`src/rtl/packet_add_arbiter.sv`:
```
// packet_add_arbiter
// Two-source, packet-granular round-robin arbiter in front of the packet-add
// datapath. One source owns the output for a whole packet, and its per-packet
// config word is latched at grant time and held until the next grant.

module packet_add_arbiter #(
  parameter int DW = 8,
  parameter int CW = 16
) (
  input  logic              clk,
  input  logic              rst,
  input  logic [DW-1:0]     s0_tdata,
  input  logic              s0_tvalid,
  input  logic              s0_tlast,
  output logic              s0_tready,
  input  logic [2*DW-1:0]   s0_config,
  input  logic [DW-1:0]     s1_tdata,
  input  logic              s1_tvalid,
  input  logic              s1_tlast,
  output logic              s1_tready,
  input  logic [2*DW-1:0]   s1_config,
  output logic [DW-1:0]     m_tdata,
  output logic              m_tvalid,
  output logic              m_tlast,
  input  logic              m_tready,
  output logic [2*DW-1:0]   config_packet,
  output logic [1:0]        grant,
  output logic              busy,
  output logic [CW-1:0]     pkt_cnt0,
  output logic [CW-1:0]     pkt_cnt1
);

  typedef enum logic {
    IDLE   = 1'b0,
    STREAM = 1'b1
  } state_t;

  localparam logic [CW-1:0] CNT_ONE = CW'(1);

  state_t state;
  state_t state_next;

  // 1 means source 1 was served most recently; reset leaves it at 1 so that
  // source 0 wins the very first tie.
  logic last_served;

  logic any_valid;
  logic pick_s1;
  logic src_tvalid;
  logic src_tlast;
  logic grant_start;
  logic pkt_done;

  assign any_valid   = s0_tvalid | s1_tvalid;
  assign pick_s1     = s1_tvalid & (~s0_tvalid | ~last_served);
  assign src_tvalid  = grant[1] ? s1_tvalid : s0_tvalid;
  assign src_tlast   = grant[1] ? s1_tlast  : s0_tlast;
  assign grant_start = (state == IDLE) & any_valid;
  assign pkt_done    = (state == STREAM) & src_tvalid & src_tlast & m_tready;
  assign busy        = (state == STREAM);

  // State register; reset abandons any packet in flight.
  always_ff @(posedge clk or negedge rst) begin
    if (!rst) begin
      state <= IDLE;
    end else begin
      state <= state_next;
    end
  end

  // Next-state logic and the combinational pass-through from the owner.
  always_comb begin
    state_next = state;
    m_tdata    = '0;
    m_tvalid   = 1'b0;
    m_tlast    = 1'b0;
    s0_tready  = 1'b0;
    s1_tready  = 1'b0;
    case (state)
      IDLE: begin
        if (any_valid) begin
          state_next = STREAM;
        end
      end
      STREAM: begin
        m_tdata   = grant[1] ? s1_tdata : s0_tdata;
        m_tvalid  = src_tvalid;
        m_tlast   = src_tlast;
        s0_tready = grant[0] & m_tready;
        s1_tready = grant[1] & m_tready;
        if (pkt_done) begin
          state_next = IDLE;
        end
      end
      default: begin
        state_next = IDLE;
      end
    endcase
  end

  // Grant, config latch, round-robin pointer and completed-packet counters.
  always_ff @(posedge clk or negedge rst) begin
    if (!rst) begin
      grant         <= 2'b00;
      config_packet <= '0;
      last_served   <= 1'b1;
      pkt_cnt0      <= '0;
      pkt_cnt1      <= '0;
    end else if (grant_start) begin
      grant         <= pick_s1 ? 2'b10 : 2'b01;
      config_packet <= pick_s1 ? s1_config : s0_config;
    end else if (pkt_done) begin
      grant       <= 2'b00;
      last_served <= grant[1];
      if (grant[1]) begin
        pkt_cnt1 <= pkt_cnt1 + CNT_ONE;
      end else begin
        pkt_cnt0 <= pkt_cnt0 + CNT_ONE;
      end
    end
  end

endmodule
```
`config.mk`:
```
export PLATFORM = sky130hd
export DESIGN_NAME = packet_add_arbiter
export DESIGN_NICKNAME = d
export VERILOG_FILES = /design/src/rtl/packet_add_arbiter.sv
export SDC_FILE = /design/constraint.sdc
export NUM_CORES = 1
export LEC_CHECK = 0
export BUFFER_PORTS_ARGS = -buffer_cell sky130_fd_sc_hd__buf_2
export CORE_UTILIZATION = 49
export DETAILED_ROUTE_END_ITERATION = 12
export GPL_ROUTABILITY_DRIVEN = 0
export GPL_TIMING_DRIVEN = 0
export PLACE_DENSITY = 0.84
export SYNTH_ARGS = -nofsm -noshare
export SYNTH_HDL_FRONTEND = slang
export SYNTH_SLANG_ARGS = --single-unit
```
`constraint.sdc`:
```
create_clock -name clk -period 4.3 [get_ports clk]
set_clock_uncertainty 0.1 [all_clocks]
set_input_delay 0.215 -clock clk [delete_from_list [all_inputs] [get_ports clk]]
set_output_delay 0.215 -clock clk [all_outputs]
set_load 0.02 [all_outputs]
```
# Word-level counts from Yosys, hierarchy flattened
# Cells that the tools add are included.
# totals
rom_bits,0
ff_bits,52
latch_bits,0
ram_bits,0
inputBits,55
n_memories,0
# classes
n_addsub,2
n_lt_le_gt_ge,0
eq_ne,0
div,0
n_mul,0
reduce_logical,4
shifts,0
muxes,15
n_bitwise,14
# ops
cell,n
$add A16 B1 Y16 const B,2
$mux W16,1
$mux W8,2
$mux W1,8
$and A1 B1 Y1,7
$mux W2,3
$reduce_and A3 Y1,2
$not A1 Y1,5
$or A1 B1 Y1,2
$pmux W1 S2,1
$reduce_and A2 Y1,1
$reduce_bool A2 Y1,1

# Logic depth before layout (Yosys ltp)
# Gate-level depths: netlist of run 1.
# depth
depth_word,6
depth_mapped,6
ltp_nobuf,5

# Worst setup path before layout of run 1
# No wires, ideal clock.
# synth_path
kind,flip-flop to flip-flop
startpoint,register grant[1]
endpoint,register pkt_cnt0[15]
setup_time_ns,0.079
stages_incl_launch_ff,7
arrival_ns,1.596
n_path_buf,2
path_slack_ns,2.524
path_cell_list,dfrtp_1 -> buf_2 -> nand3b_4 -> or3_1 -> buf_2 -> nor3_2 -> xor2_1
# synth_between
elab_chain_len,5
word_cells_on_any_way,7
cone_classes,mux (2); bitwise (4); reduce/logical (1)
# synth_lines
item,line,source
from (decl),27,"output logic [1:0] grant,"
from (signal assigned),110,grant <= pick_s1 ? 2'b10 : 2'b01;
$mux W1,56,assign src_tvalid = grant[1] ? s1_tvalid : s0_tvalid;
$and A1 B1 Y1 (3 in series),59,assign pkt_done = (state == STREAM) & src_tvalid & src_tlast & m_tready;
$reduce_and A3 Y1 (no line) *,-,
to (signal assigned),118,pkt_cnt0 <= pkt_cnt0 + CNT_ONE;
to (decl),29,"output logic [CW-1:0] pkt_cnt0,"
# Mark *: on every way between the ends. The rest lies on a longest branch, timed or not.
# A chain may end at the register's enable or synchronous reset.

# Worst setup path in the final report of run 1
# layout_path
startpoint,register grant[1]
endpoint,output m_tdata[0]
# layout_between
elab_chain_len,2
# layout_lines
item,line,source
$mux W8,86,m_tdata = grant[1] ? s1_tdata : s0_tdata;
$mux W8,79,case (state)
to (decl),22,"output logic [DW-1:0] m_tdata,"
# Every way passes these cells.

==> results.cfg, run 1 <==
[outcome]
status = finished, final reports clean

[synth]
synth-warning-count = 0
async_reset_ff_share_pct = 100
synth_cells = 218
synth_area_leader_cell = dfrtp_1
syn-num-nets = 275
synth_seq_cells = 52
synth_flop_cell = dfrtp_1
synth_top_cell_area_share_pct = 52.8
synth-edff-count = 0
synth.area.top_cells = dfrtp_1 53%, a222oi_1 6.6%, xnor2_1 6.5%
yosysUniqueCellTypes = 33
synth_area_mm2 = 0.00241
ys_seq_area_share_pct = 53.9
avgSynthCellArea_um2 = 11.1

[worst_setup_path]
critical_path_arrival_ns = 1.83
crit_type = register to primary output
path_cells = buf_2, buf_1, mux2i_1, nor2_1, buf_2
cp.required_ns = 3.98
cp-end-kind = primary output
cp-start-kind = register
cp_slowest_cell = buf_1
crit_top_cell = buf_2
cp_max_fo = 10
slowest_delay_ns = 0.52

[route]
top_layer_used = met4
firstDrtPassIters = 5
routedWlPerCell_um = 12.7
wl_met2_mm = 2.54
num_vias = 2062
drt_iter0_drc = 153
vias_per_cell = 5.03
ant_nets = 0
wl_met1_mm = 2.34
totalWireLength_mm = 5.21
drc = 0
wl_met3_um = 276

[floorplanning]
io_pins = 118
floorplan.die_area_mm2 = 0.00521
core_area_mm2 = 0.00472
die_h_um = 72.2
rows = 25
die_w_um = 72.2
start_util_pct = 51.1

[grt]
grtUsageTotal_pct = 20.6
grt_pass1_vias = 1961
antenna_found_initial = 0
grt_start_max_net_pins = 53
grt-ovfl-total = 0
grt_pass1_wl_mm = 8.49

[pwr]
p_per_area_mw_per_mm2 = 562
irDropWorstVdd_v = 0.000369
p_int_mw = 1.05
totalPowerFinal_mw = 1.79
p_leak_nw = 1.77
clkPwrFrac_pct = 15.8
seq_power_share_pct = 40.4
share_comb_of_total_power_pct = 43.8
switchingPower_mw = 0.735
swShare_pct = 41.2

[run]
timing.max_cap.violations = 0

[sta]
worst_pin_slew_ns = 1.11
hold_violations = 0
setup_viol = 0
slew-limit-headroom_pct = 26.0
setup_ws_ns = 2.15
fin_crit_ns = 2.15
rsz0062_at_grt = no
final_max_slew_viol_count = 0
min_period_over_period_pct = 49.9
fmax_ghz = 0.466
setup_tns_ns = 0

[placed_design]
pre_cts_slack_ns = 2.43
hpwl_mm = 3.95
io_buffers = 117

[clock_network]
htree_num_levels = 2
cts_root_buffer = clkbuf_8
cts_buffers = 5
cts_tree = done
cts_setup_buffers = 0
clock_sinks = 52
holdBufCountCts = 0
cts_buffer_depth = 2
clock_latency_ns = 0.29
cts_resized = 0
path_clk_slew_ns = 0.09

[finish]
final_nets = 399
syn2layout_area_growth_pct = 31.6
drive_gt1_share_pct = 39.7
diodes = 0

[min_path]
hold_path_class = input port to register
worst max-delay path, delay by kind of cell (launching register included):
family	cells	cell delay (ns)
DFF	1	0.34
and+or+nand+nor	1	0.07
muxes	1	0.28
buffers and inverters	3	0.86
cells by family (layout without fill, tap and decap cells):
group	Yosys count	count (layout)	synth area share, %
flip-flops	52	52	53.9
XOR/XNOR	30	30	10.9
adder cells (fa/ha/maj)	2	2	1.04
AND/OR/NAND/NOR	71	71	15.8
buffers and inverters	28	153	4.46
AO/OA/AOI/OAI	23	23	8.81
multiplexers	12	12	5.08
layout make-up:
type                    instances  area (µm²)
flip-flops and latches         52        1300
repair buffers                117         586
fillers                       379        1550
plain buffers                   7        28.8
clock inverters                 1        7.51
multi-input cells             138        1000
well taps                      67        83.8
clock buffers                   7        86.3
inverters                      21        78.8
metal layers:
| metal | global-route usage [%] | vias up |
|---|---|---|
| met5 | 0 | - |
| li1 | - | 1011 |
| met1 | 26.3 | 959 |
| met3 | 3.89 | 6 |
| met4 | 7.19 | 0 |
| met2 | 35.2 | 86 |
cells in the mapped netlist, types with 2 or more instances:
master	number
nor4_1	2
xor2_1	12
nor2_1	22
and3_1	3
nand2_1	13
ha_1	2
a21o_1	2
inv_1	21
clkbuf_1	4
xnor2_1	18
a21oi_1	2
nand4_1	6
mux2_2	2
nand3_1	11
and4_1	3
nor3_2	3
dfrtp_1	51
buf_2	2
a222oi_1	16
mux2i_1	10
state kept, by name, summed over array words and instances (netlist names):
| name | flops |
|---|---|
| busy | 1 |
| config_packet | 16 |
| grant | 2 |
| last_served | 1 |
| pkt_cnt0 | 16 |
| pkt_cnt1 | 16 |
worst paths after layout:
path                                from                 to  slack [ns]  cells past startpoint
setup / recovery                grant[1]         m_tdata[0]        2.15                      5
hold / removal             s1_config[12]  config_packet[12]        0.02                      3
setup reg to reg                    busy   config_packet[5]        2.44                      5
hold reg to reg             pkt_cnt0[15]       pkt_cnt0[15]        0.36                      1
max in group asynchronous            rst   config_packet[0]        3.40                      1
min in group asynchronous            rst       pkt_cnt1[14]        0.03                      1
layout by cell type, fill, tap and decap left out, types with 2 or more instances in the layout:
cell type and n:
buf_2 119, nor3_2 3, a222oi_1 16, clkbuf_8 6
nand4_1 6, inv_1 21, a21oi_1 2, nor4_1 2
and3_1 3, xor2_1 12, dfrtp_1 51, nor2_1 22
xnor2_1 18, mux2i_1 10, ha_1 2, nand2_1 13
mux2_2 2, nand3_1 11, a21o_1 2, clkbuf_1 5
and4_1 3
metrics by stage:
stage	hold slack, ns	instances	util (%)	instance area, µm²
2_1_floorplan	-0.181	218	-	2410
5_1_grt	0.0159	410	67.3	3180
6_report	0.0246	410	67.3	3180
3_3_place_gp	0.321	402	65.3	3080
4_1_cts	0.0117	410	67.3	3180
3_5_place_dp	0.329	402	65.3	3080
power by group through the flow:
| stage | logic, mW | registers, mW | clock network, mW |
|---|---|---|---|
| 2_1_floorplan | 0.377 | 0.860 | 0 |
| 3_3_place_gp | 0.769 | 0.728 | 0 |
| 3_5_place_dp | 0.792 | 0.723 | 0 |
| 4_1_cts | 0.787 | 0.722 | 0.292 |
| 5_1_grt | 0.856 | 0.741 | 0.308 |
| 6_report | 0.782 | 0.722 | 0.282 |
No activity file was read; power rests on OpenSTA's default activity.
==> inputs of run 2 (changes only) <==
--- a/config.mk
+++ b/config.mk
@@ -6,11 +6,11 @@
 export NUM_CORES = 1
 export LEC_CHECK = 0
 export BUFFER_PORTS_ARGS = -buffer_cell sky130_fd_sc_hd__buf_2
-export CORE_UTILIZATION = 49
+export CORE_UTILIZATION = 46
 export DETAILED_ROUTE_END_ITERATION = 12
 export GPL_ROUTABILITY_DRIVEN = 0
 export GPL_TIMING_DRIVEN = 0
-export PLACE_DENSITY = 0.84
+export PLACE_DENSITY = 0.8
 export SYNTH_ARGS = -nofsm -noshare
 export SYNTH_HDL_FRONTEND = slang
 export SYNTH_SLANG_ARGS = --single-unit
==> constraint.sdc (replaced) <==
create_clock -name clk -period 2.2 [get_ports clk]
set_clock_uncertainty 0.1 [all_clocks]
set_input_delay 0.11 -clock clk [delete_from_list [all_inputs] [get_ports clk]]
set_output_delay 0.11 -clock clk [all_outputs]
set_load 0.02 [all_outputs]
==> run 2 against run 1 <==
Effect of this change: critical endpoint is now config_packet[2]; clock power increased by 93%; register-to-register slack got worse by 2.3 ns; clock-buffer cell count decreased by 1; worst setup slack got worse by 2.0 ns; hold slack improved by 0.15 ns; combinational power increased by 120%; core utilization increased by 2.0 points; first-iteration DRC count increased by 20%; critical path depth unchanged; sequential cell count unchanged; sequential share of layout area decreased by 3.9 points; largest cell class unchanged.
==> results.cfg, run 2 (synthesized netlist as in run 1, its figures left out) <==
[sta]
rsz0062_at_grt = no
setup_ws_ns = 0.147
worst_pin_slew_ns = 1.12
hold_violations = 0
setup_viol = 0
fin_crit_ns = 2.05
slew-limit-headroom_pct = 25.1
fmax_ghz = 0.487
min_period_over_period_pct = 93.3
final_max_slew_viol_count = 0
setup_tns_ns = 0

[route]
ant_nets = 0
vias_per_cell = 5.09
firstDrtPassIters = 5
drt_iter0_drc = 183
num_vias = 2263
routedWlPerCell_um = 14.0
totalWireLength_mm = 6.22
drc = 0

[finish]
diodes = 0
syn2layout_area_growth_pct = 45.5
multiInputGateArea_mm2 = 0.00101
top_regs = config_packet (16), pkt_cnt0 (16), pkt_cnt1 (16)
ff_latch_area_mm2 = 0.00130
drive_gt1_share_pct = 36.8
final_cell_mix = 119 x buf_2, 50 x dfrtp_1, 33 x dlygate4sd3_1, 22 x nor2_1, 21 x inv_1
final_nets = 432
final_cell_count_no_fill = 445
layout_commonest_cell = buf_2
fillers = 401

[clock_network]
cts_root_buffer = clkbuf_8
cts_buffers = 5
clock_sinks = 52
path_clk_slew_ns = 0.08
clock_latency_ns = 0.29
cts_buffer_depth = 2
cts_tree = done
htree_num_levels = 2

[grt]
grt_pass1_vias = 2120
grt_pass1_wl_mm = 9.78
grtUsageTotal_pct = 23.2
grt_start_max_net_pins = 53
antenna_found_initial = 0
grt-ovfl-total = 0

[floorplanning]
rows = 26
floorplan.die_area_mm2 = 0.00554
io_pins = 118
start_util_pct = 47.6
die_h_um = 74.5
die_w_um = 74.5
core_area_mm2 = 0.00507

[min_path]
hold_path_depth = 5
hold_path_class = input port to register

[pwr]
p_leak_nw = 1.90
irDropWorstVdd_v = 0.000839
totalPowerFinal_mw = 3.68
p_per_area_mw_per_mm2 = 1050

[worst_setup_path]
critical_path_arrival_ns = 2.14
path_buf_inv = 3
path_depth = 5
cp_top_family = buffers and inverters
cp-end-kind = register
cp.required_ns = 2.29
reg2reg_depth = 5
cp_slowest_cell = dlygate4sd3_1
path_cells = inv_1, o211a_1, a222oi_1, dlygate4sd3_1, inv_1
cp-start-kind = register
cp_max_fo = 9
crit_top_cell = inv_1
slowest_delay_ns = 0.61
crit_type = register to register

[run]
timing.max_cap.violations = 0

[placed_design]
hpwl_mm = 3.97
placed_cells = 405
io_buffers = 117
pre_cts_slack_ns = 0.271

[outcome]
status = finished, final reports clean
==> run 2: cell count changes in the layout (fill, tap and decap cells not counted), sizes merged <==
cell	previous run	this run
clkbuf	11	10
clkinv	0	1
clkinvlp	1	0
dlygate4sd3	0	33
==> run 2: metal layers <==
metal / track usage, % / share of wire (%) / vias up
li1: - / - / 1082
met1: 28.4 / 42 / 1065
met2: 39.6 / 50 / 108
met3: 6.91 / 7.9 / 8
met4: 6.29 / 0.98 / 0
met5: 0 / 0 / -
==> run 2: area by class of cell <==
class                   instances  share of cell area [%]
plain buffers                   7                   0.819
clock buffers                   6                    2.35
clock inverters                 1                   0.249
inverters                      21                    2.24
multi-input cells             138                    28.7
flip-flops and latches         52                    37.1
well taps                      70                    2.49
repair buffers                150                    26.1
==> run 2: through the flow <==
stage	utilization, %	hold slack [ns]	cell area, µm²
after detailed placement	60.8	0.221	3090
after CTS	69.2	0.176	3510
final	69.3	0.177	3510
after global placement	60.8	0.216	3090
after floorplan	-	-0.286	2410
after global routing	69.3	0.204	3510
==> run 2: what timing repair did <==
action	4_1_cts	5_1_grt
setup endpoints to repair	0	7
resized for setup	0	2
hold endpoints to repair	67	0
buffers inserted	0	0
hold buffers	33	0
==> run 2: worst paths after layout <==
check,start,end,slack (ns)
max in group asynchronous,rst,busy,0.76
worst min-delay path,s0_tlast,last_served,0.18
min in group asynchronous,rst,pkt_cnt1[13],0.47
worst min register to register,pkt_cnt0[15],pkt_cnt0[15],0.36
worst max register to register,busy,config_packet[2],0.15
worst max-delay path,busy,config_packet[2],0.15
==> run 2: worst register-to-register path: stages, from the launching register on <==
cell,delay [ns]
dfrtp_2,0.49
inv_1,0.13
o211a_1,0.25
a222oi_1,0.34
dlygate4sd3_1,0.61
inv_1,0.04
==> run 2: where the power goes <==
group          leakage [nW]  total, mW  internal (mW)  switching [mW]
Combinational          1.19       1.72          0.720           0.996
Clock                0.0473      0.544          0.251           0.292
Sequential            0.668       1.42           1.21           0.215
Total                  1.90       3.68           2.18            1.50
==> inputs of run 3 (changes only) <==
--- a/config.mk
+++ b/config.mk
@@ -5,12 +5,13 @@
 export SDC_FILE = /design/constraint.sdc
 export NUM_CORES = 1
 export LEC_CHECK = 0
-export BUFFER_PORTS_ARGS = -buffer_cell sky130_fd_sc_hd__buf_2
+export BUFFER_PORTS_ARGS = -buffer_cell sky130_fd_sc_hd__buf_4
 export CORE_UTILIZATION = 46
 export DETAILED_ROUTE_END_ITERATION = 12
 export GPL_ROUTABILITY_DRIVEN = 0
 export GPL_TIMING_DRIVEN = 0
 export PLACE_DENSITY = 0.8
+export RECOVER_POWER = 50
 export SYNTH_ARGS = -nofsm -noshare
 export SYNTH_HDL_FRONTEND = slang
 export SYNTH_SLANG_ARGS = --single-unit
==> run 3 against run 2 <==
Effect of this change: critical path depth is the same; critical endpoint is now config_packet[0]; via count rose by 2.0%; cell area grew 5.0%; combinational power is essentially flat.
==> results.cfg, run 3 (synthesized netlist as in run 1, its figures left out) <==
[outcome]
status = finished, final reports clean

[placed_design]
hpwl_mm = 4.41
io_buffers = 117
placed_cells = 405
postPlaceCellArea_mm2 = 0.00338

[route]
num_vias = 2308
drc = 0
ant_nets = 0
vias_per_cell = 5.17
firstDrtPassIters = 6
routedWlPerCell_um = 14.7
totalWireLength_mm = 6.54
drt_iter0_drc = 164

[floorplanning]
rows = 26
io_pins = 118
die_w_um = 74.5
core_area_mm2 = 0.00507
die_h_um = 74.5
start_util_pct = 47.6
floorplan.die_area_mm2 = 0.00554

[run]
timing.max_cap.violations = 0

[grt]
grt-ovfl-total = 0
grtUsageTotal_pct = 24.6
grt_pass1_wl_mm = 10.3
grt_pass1_vias = 2149
grt_start_max_net_pins = 53
antenna_found_initial = 0

[worst_setup_path]
r2r-end = config_packet[0]
critPathLaunch = busy
cp-end-kind = register
cp_max_fo = 9
critical_path_arrival_ns = 2.20
rrSetupSlack_ns = 0.10
reg2reg_depth = 5
crit_type = register to register
cp.required_ns = 2.30
cp-start-kind = register
r2r-start = busy

[finish]
final_cell_count_no_fill = 446
diodes = 0
final_cell_mix = 85 x buf_4, 50 x dfrtp_1, 36 x clkbuf_1, 33 x dlygate4sd3_1, 22 x nor2_1
drive_gt1_share_pct = 28.5
layout_commonest_cell = buf_4
top_regs = config_packet (16), pkt_cnt0 (16), pkt_cnt1 (16)
design_area_mm2 = 0.00369
final_nets = 432
syn2layout_area_growth_pct = 52.8

[sta]
setup_tns_ns = 0
rsz0062_at_grt = no
setup_viol = 0
fmax_ghz = 0.476
min_period_over_period_pct = 95.5
fin_crit_ns = 2.10
worst_pin_slew_ns = 1.23
hold_violations = 0
final_max_slew_viol_count = 0
slew-limit-headroom_pct = 18.1

[min_path]
min_to = last_served
worstHoldStart = s0_tlast
hold_path_class = input port to register
hold_path_depth = 5

[clock_network]
cts_buffer_depth = 2
cts_root_buffer = clkbuf_8
clock_sinks = 52
cts_setup_buffers = 0
cts_tree = done
path_clk_slew_ns = 0.09
htree_num_levels = 2
clock_latency_ns = 0.30
cts_buffers = 5

[pwr]
irDropWorstVdd_v = 0.000682
p_per_area_mw_per_mm2 = 1010
p_leak_nw = 1.85
[run 3: changes by cell type in the layout (fill, tap and decap cells not counted), sizes merged]
cell | before | now
clkinv | 1 | 0
buf | 120 | 88
clkinvlp | 0 | 1
clkbuf | 10 | 43
[run 3: worst max-delay path, stage by stage, from the launching register on]
cell	delay, ns
dfrtp_2	0.51
inv_1	0.13
o211a_1	0.24
a222oi_1	0.35
dlygate4sd3_1	0.62
inv_1	0.04
[run 3: cell type report]
cell class / count / area, µm²
buffer: 7 / 28.8
multi-input combinational: 138 / 1010
sequential: 52 / 1300
clock buffer: 7 / 86.3
timing repair buffer: 150 / 1090
tap: 70 / 87.6
inverter: 21 / 78.8
clock inverter: 1 / 7.51
fill: 401 / 1380
[run 3: worst max-delay path by stage]
stage / slack [ns] / to
after CTS: 0.05 / config_packet[1]
after floorplan: 0.42 / pkt_cnt0[15]
final: 0.10 / config_packet[0]
after detailed placement: 0.24 / config_packet[12]
after global placement: 0.28 / config_packet[12]
after global routing: 0.01 / m_tdata[6]
[run 3: report_power, final]
group / total [mW] / leakage [nW] / switching [mW] / internal, mW
sequential: 1.44 / 0.668 / 0.228 / 1.21
clock: 0.556 / 0.0445 / 0.300 / 0.256
combinational: 1.74 / 1.14 / 1.00 / 0.737
[run 3: what timing repair did]
item | CTS | global route
hold buffers | 33 | 0
setup endpoints to repair | 0 | 4
endpoints found under the hold margin | 67 | 0
gates resized for setup | 0 | 2
[run 3: through the flow]
step           total power [mW]  hold WS (ns)  setup WS [ns]  util, %
3_5_place_dp               3.21        0.0789          0.244     66.6
3_3_place_gp               3.16        0.0754          0.281     66.6
6_report                   3.73         0.163          0.100     72.7
5_1_grt                    3.98         0.192         0.0103     72.7
4_1_cts                    3.87         0.165         0.0520     75.0
2_1_floorplan              2.42        -0.286          0.424        -
[run 3: layer usage]
metal	GRT usage [%]	wire (µm)
met1	29.8	2620
met2	42.4	3300
met3	7.18	513
met4	6.92	94
met5	0	0
